--- src/rtl/min_index_matrix_reduce_if.sv ---
// Bundles the set-input and result-output handshakes of the row-minimum
// reducer. The producer/consumer side uses master, the reducer uses slave.
interface min_index_matrix_reduce_if #(
    parameter int BITS       = 16,
    parameter int INDEX_BITS = 4,
    parameter int N          = 3,
    parameter int ROW_BITS   = 4
);
    logic                                in_valid;
    logic                                in_ready;
    logic [N-1:0][INDEX_BITS-1:0]        index;
    logic [N-1:0][BITS-1:0]              c;
    logic                                out_valid;
    logic                                out_ready;
    logic [ROW_BITS-1:0]                 row;
    logic [INDEX_BITS-1:0]               col;
    logic [BITS-1:0]                     value;

    modport master (
        output in_valid, index, c, out_ready,
        input  in_ready, out_valid, row, col, value
    );

    modport slave (
        input  in_valid, index, c, out_ready,
        output in_ready, out_valid, row, col, value
    );
endinterface

--- src/rtl/min_index_matrix_reduce.sv ---
// Reduces N per-row (column index, minimum value) pairs to a single global
// minimum, scanning one row per clock with IEEE float ordering where NaN sorts
// above everything and -0 equals +0. Ties keep the lowest row.
module min_index_matrix_reduce #(
    parameter int    BITS       = 16,
    parameter string PRECISION  = "HALF",
    parameter int    INDEX_BITS = 4,
    parameter int    N          = 3,
    parameter int    ROW_BITS   = 4
) (
    input  logic                      clk,
    input  logic                      rst,
    min_index_matrix_reduce_if.slave  bus
);
    localparam int EXP_W = (PRECISION == "DOUBLE") ? 11 :
                           (PRECISION == "SINGLE") ? 8 : 5;
    localparam int MAN_W = BITS - 1 - EXP_W;

    typedef enum logic [1:0] {IDLE, SCAN, DONE} state_t;

    state_t                  state_reg, state_next;
    logic [ROW_BITS-1:0]     cnt_reg;
    logic [BITS-1:0]         c_reg   [N];
    logic [INDEX_BITS-1:0]   idx_reg [N];
    logic [ROW_BITS-1:0]     best_row_reg;
    logic [INDEX_BITS-1:0]   best_col_reg;
    logic [BITS-1:0]         best_val_reg;
    logic [BITS-1:0]         cur_c;
    logic [INDEX_BITS-1:0]   cur_idx;
    logic                    capture;

    // Strict "a < b" under float ordering; NaN is greater than any number
    // and equal to another NaN, signed zeros are equal.
    function automatic logic is_less(input logic [BITS-1:0] a, input logic [BITS-1:0] b);
        logic a_nan, b_nan, a_zero, b_zero;
        a_nan  = (&a[BITS-2 -: EXP_W]) && (|a[MAN_W-1:0]);
        b_nan  = (&b[BITS-2 -: EXP_W]) && (|b[MAN_W-1:0]);
        a_zero = ~|a[BITS-2:0];
        b_zero = ~|b[BITS-2:0];
        if (a_nan)
            return 1'b0;
        else if (b_nan)
            return 1'b1;
        else if (a_zero && b_zero)
            return 1'b0;
        else if (a[BITS-1] != b[BITS-1])
            return a[BITS-1];
        else if (a[BITS-1])
            return a[BITS-2:0] > b[BITS-2:0];
        else
            return a[BITS-2:0] < b[BITS-2:0];
    endfunction

    assign capture = (state_reg == IDLE) && bus.in_valid;

    // Capture every row's pair on the accepting edge; held otherwise.
    generate
        for (genvar gi = 0; gi < N; gi++) begin : g_cap
            always_ff @(posedge clk) begin
                if (capture) begin
                    c_reg[gi]   <= bus.c[gi];
                    idx_reg[gi] <= bus.index[gi];
                end
            end
        end
    endgenerate

    // Select the row currently being scanned.
    always_comb begin
        cur_c   = '0;
        cur_idx = '0;
        for (int i = 0; i < N; i++) begin
            if (cnt_reg == ROW_BITS'(i)) begin
                cur_c   = c_reg[i];
                cur_idx = idx_reg[i];
            end
        end
    end

    // FSM state register.
    always_ff @(posedge clk) begin
        if (rst)
            state_reg <= IDLE;
        else
            state_reg <= state_next;
    end

    // Next-state logic: single-row sets skip the scan entirely.
    always_comb begin
        state_next = state_reg;
        case (state_reg)
            IDLE: if (bus.in_valid) state_next = (N > 1) ? SCAN : DONE;
            SCAN: if (cnt_reg == ROW_BITS'(N - 1)) state_next = DONE;
            DONE: if (bus.out_ready) state_next = IDLE;
            default: state_next = IDLE;
        endcase
    end

    // Running best: seeded from row 0 on capture, replaced only on strict less.
    always_ff @(posedge clk) begin
        if (rst) begin
            cnt_reg      <= '0;
            best_row_reg <= '0;
            best_col_reg <= '0;
            best_val_reg <= '0;
        end else begin
            case (state_reg)
                IDLE: begin
                    if (bus.in_valid) begin
                        best_row_reg <= '0;
                        best_col_reg <= bus.index[0];
                        best_val_reg <= bus.c[0];
                        cnt_reg      <= ROW_BITS'(1);
                    end
                end
                SCAN: begin
                    if (is_less(cur_c, best_val_reg)) begin
                        best_row_reg <= cnt_reg;
                        best_col_reg <= cur_idx;
                        best_val_reg <= cur_c;
                    end
                    cnt_reg <= cnt_reg + ROW_BITS'(1);
                end
                default: ;
            endcase
        end
    end

    assign bus.in_ready  = (state_reg == IDLE);
    assign bus.out_valid = (state_reg == DONE);
    assign bus.row       = bus.out_valid ? best_row_reg : '0;
    assign bus.col       = bus.out_valid ? best_col_reg : '0;
    assign bus.value     = bus.out_valid ? best_val_reg : '0;
endmodule

--- src/flat_wrapper.sv ---
// flat-port wrapper written by rule: the top's interface ports become plain ports
module min_index_matrix_reduce_flat 
#(
    parameter int    BITS       = 16,
    parameter string PRECISION  = "    ",
    parameter int    INDEX_BITS = 4,
    parameter int    N          = 3,
    parameter int    ROW_BITS   = 4
)
  (clk, rst, bus_in_valid, bus_index, bus_c, bus_out_ready, bus_in_ready, bus_out_valid, bus_row, bus_col, bus_value);
  min_index_matrix_reduce_if #(.BITS(BITS), .INDEX_BITS(INDEX_BITS), .N(N), .ROW_BITS(ROW_BITS)) bus_i ();
  input  logic clk;
  input  logic rst;
  input wire logic [$bits(bus_i.in_valid)-1:0] bus_in_valid;
  input wire logic [$bits(bus_i.index)-1:0] bus_index;
  input wire logic [$bits(bus_i.c)-1:0] bus_c;
  input wire logic [$bits(bus_i.out_ready)-1:0] bus_out_ready;
  output wire logic [$bits(bus_i.in_ready)-1:0] bus_in_ready;
  output wire logic [$bits(bus_i.out_valid)-1:0] bus_out_valid;
  output wire logic [$bits(bus_i.row)-1:0] bus_row;
  output wire logic [$bits(bus_i.col)-1:0] bus_col;
  output wire logic [$bits(bus_i.value)-1:0] bus_value;
  assign bus_i.in_valid = bus_in_valid;
  assign bus_i.index = bus_index;
  assign bus_i.c = bus_c;
  assign bus_i.out_ready = bus_out_ready;
  assign bus_in_ready = bus_i.in_ready;
  assign bus_out_valid = bus_i.out_valid;
  assign bus_row = bus_i.row;
  assign bus_col = bus_i.col;
  assign bus_value = bus_i.value;
  min_index_matrix_reduce #(.BITS(BITS), .PRECISION(PRECISION), .INDEX_BITS(INDEX_BITS), .N(N), .ROW_BITS(ROW_BITS)) u_core (.clk(clk), .rst(rst), .bus(bus_i));
endmodule
--- config.mk ---
export PLATFORM = sky130hd
export DESIGN_NAME = min_index_matrix_reduce_flat
export DESIGN_NICKNAME = d
export VERILOG_FILES = /design/src/rtl/min_index_matrix_reduce_if.sv /design/src/rtl/min_index_matrix_reduce.sv /design/src/flat_wrapper.sv
export SDC_FILE = /design/constraint.sdc
export NUM_CORES = 1
export LEC_CHECK = 0
export ABC_CLOCK_PERIOD_IN_PS = 7100
export BUFFER_PORTS_ARGS = -buffer_cell sky130_fd_sc_hd__buf_2
export CORE_UTILIZATION = 50
export DETAILED_ROUTE_END_ITERATION = 7
export HOLD_SLACK_MARGIN = 0.02
export PLACE_DENSITY_LB_ADDON = 0.15
export SYNTH_ARGS = -nofsm -noshare
export SYNTH_HDL_FRONTEND = slang
export SYNTH_SLANG_ARGS = --single-unit
export TNS_END_PERCENT = 50
--- constraint.sdc ---
create_clock -name clk -period 7.1 [get_ports clk]
set_input_delay 0.71 -clock clk [delete_from_list [all_inputs] [get_ports clk]]
set_output_delay 0.71 -clock clk [all_outputs]
set_load 0.02 [all_outputs]
==> reports/metrics.csv <==
metric,value,unit
cts_tree,done,
grt_start_max_net_pins,63,
yosys_warnings,0,
min_period_over_period,0.7172,
io_pins,90,
cts_setup_buffers,0,
vias,3890,
finalMaxSlewViolations,0,
path_clk_slew,90,ps
wl_per_cell,19.22,um
netlist_area,4915,um^2
regToRegSetupSlack,2010,ps
cts_buffers,9,
critPathBufInv,1,
std_cell_rows,35,
worst_pin_slew,1056,ps
grt_use_total,0.2534,
cp.depth,13,
synth.distinct_cells,59,
required,7310,ps
route.detailed.drc,0,
die_area,10230,um^2
cts_buffer_depth,2,
synthTopCellsByArea,"edfxtp_1 37%, dfxtp_1 12%, o41ai_2 5.0%",
die_y,101.1,um
dp_worst_setup_slack,2149,ps
dpl_cell_area,5428,um^2
hold_violations,0,
synth_edf_count,60,
clk_latency,380,ps
final_cells,646,
critPathKind,reg -> reg,
cp-end-kind,flip-flop,
yosysTopAreaCell,edfxtp_1,
finalClockSkew,14.21,ps
fp.dieW,101.1,um
grt_pass1_wl,19.33,mm
fin_setup_tns,0,ps
max_freq,196.4,MHz
rr_endpoint,u_core.best_row_reg[0]$_SDFFE_PP0P_,
postSynthCellCount,436,
timing.rr.start,u_core.cnt_reg[0]$_SDFFE_PP0P_,
cpLargestDelayFamily,compound AO/OA/AOI/OAI gates,
first_pass_iters,5,
final_antenna_net_count,0,
path_cells,inv_1 > ha_1 > nor2b_1 > a221oi_1 > a211oi_1 > ha_1 > a21oi_1 > a21oi_1 > o311a_1 > a211oi_1 > or2_2 > or4_1 > o221ai_1,
vias_per_cell,6.022,
critPathArrivalTime,5310,ps
yosysMostFrequentCell,edfxtp_1,
seq_area_frac_synth,0.4888,
drive_gt1_frac,0.2824,
async_reset_ff_frac,0,
status,finished clean,
initial_core_util,0.5244,
avgSynthCellArea,11.27,um^2
synthTopCellsByCount,"60 x edfxtp_1, 30 x dfxtp_1, 26 x and2_1, 26 x inv_1, 22 x a21oi_1",
startpoint,u_core.cnt_reg[0]$_SDFFE_PP0P_,
hpwlAfterDp,8.765,mm
synth_fp_nets,519,
rsz0062_at_grt,no,
synth_top_area_frac,0.3666,
cp-start-kind,flip-flop,
crit_fanout,22,
core_area,9371,um^2
antenna_found_initial,0,
hold_path_class,reg -> reg,
max_stage_delay,890,ps
wl,12.42,mm
drt_iter0_drc,271,
hold_buffers,0,
ir_worst_vdd,0.1826,mV
antennaDiodeCount,0,
clockRootBuffer,clkbuf_8,
period_minus_slack,5092,ps
leakagePower,2.208,nW
slew-limit-headroom,0.2962,
critPathCapture,u_core.best_row_reg[0]$_SDFFE_PP0P_,
routabilityCongestion,0.9696,
largest_register_ffs,48,
grt-ovfl-total,0,
ys_ff_latch,90,
first_global_vias,3707,
stdcell_area,5597,um^2
slowest_stage,nor2b_1,
area_delta_synth_final,13.87,%
fin_nets,595,
htreeDepth,3,
portBuffers,89,
powerDensity,247.3,nW/um^2
synth_flop_cell,edfxtp_1,
cts.sinks,90,
drv_cap,0,
setup_viol,0,
reg2reg_depth,13,
setup_slack,2008,ps
post-place-cells,630,
post_cts_resized,0,
logic make-up after synthesis:
| kind of cell | share of synthesized area |
|---|---|
| AOI/OAI and AO/OA | 0.2375 |
| DFF | 0.4888 |
| adders and majority gates | 0.04837 |
| and+or+nand+nor | 0.1474 |
| xor gates and xnor gates | 0.001782 |
| buffers and inverters | 0.04760 |
| muxes | 0.02851 |
layout make-up:
class	instances	area, um^2
flip-flops and latches	90	2402
clock inverters	6	41.29
inverters	26	97.59
repair buffers	94	483.0
multi-input cells	291	2283
fillers	800	3775
well taps	129	161.4
clock buffers	10	127.6
metal layers:
metal  global-route usage  vias to the layer above  part of all wire
met5                    0                        -                 0
met4               0.1048                        0             0.027
met3              0.05176                       25             0.057
met2               0.4129                      137              0.47
met1               0.3307                     1891              0.44
li1                     -                     1837                 -
report_power, final:
| group | leakage [nW] | internal, mW | switching (mW) |
|---|---|---|---|
| Sequential | 0.820 | 0.618 | 0.0345 |
| Clock | 0.0904 | 0.128 | 0.185 |
| Combinational | 1.30 | 0.155 | 0.264 |
cells in the final DEF, fill, tap and decap left out, types with 14 or more instances in the layout:
master | synthesis | routed
inv_1 | 26 | 25
buf_2 | 7 | 89
mux2i_1 | 14 | 14
and2_1 | 26 | 26
a211o_1 | 19 | 19
edfxtp_1 | 60 | 60
a21oi_1 | 22 | 22
nand2_1 | 16 | 16
dfxtp_1 | 30 | 30
ha_1 | 19 | 19
nor2_1 | 15 | 14
o41ai_2 | 15 | 15
worst min-delay path: cells and delay by family (launching register included):
kind | cells | cell delay [ps]
buf+inv | 1 | 50
flops | 1 | 310
compound gates | 1 | 70
worst min-delay path by stage:
stage,endpoint,depth (start not counted),slack (ps),start
floorplan,u_core.best_row_reg[1]$_SDFFE_PP0P_,2,450,u_core.best_row_reg[1]$_SDFFE_PP0P_
global placement,u_core.best_row_reg[2]$_SDFFE_PP0P_,2,470,u_core.best_row_reg[2]$_SDFFE_PP0P_
detailed placement,u_core.best_row_reg[2]$_SDFFE_PP0P_,2,470,u_core.best_row_reg[2]$_SDFFE_PP0P_
CTS,u_core.best_row_reg[2]$_SDFFE_PP0P_,2,480,u_core.best_row_reg[2]$_SDFFE_PP0P_
global route,u_core.idx_reg[0][4]$_DFFE_PP_,1,490,bus_index[4]
finish,u_core.best_row_reg[2]$_SDFFE_PP0P_,2,480,u_core.best_row_reg[2]$_SDFFE_PP0P_
per-stage QoR:
| step | hold WS, ps | utilization | total power, mW |
|---|---|---|---|
| floorplan | 449.7 | - | 0.9522 |
| global placement | 465.2 | 0.5792 | 1.060 |
| detailed placement | 467.6 | 0.5792 | 1.072 |
| CTS | 480.2 | 0.5972 | 1.381 |
| global route | 488.3 | 0.5972 | 1.451 |
| finish | 479.8 | 0.5972 | 1.384 |
No activity file was read; power rests on OpenSTA's default activity.
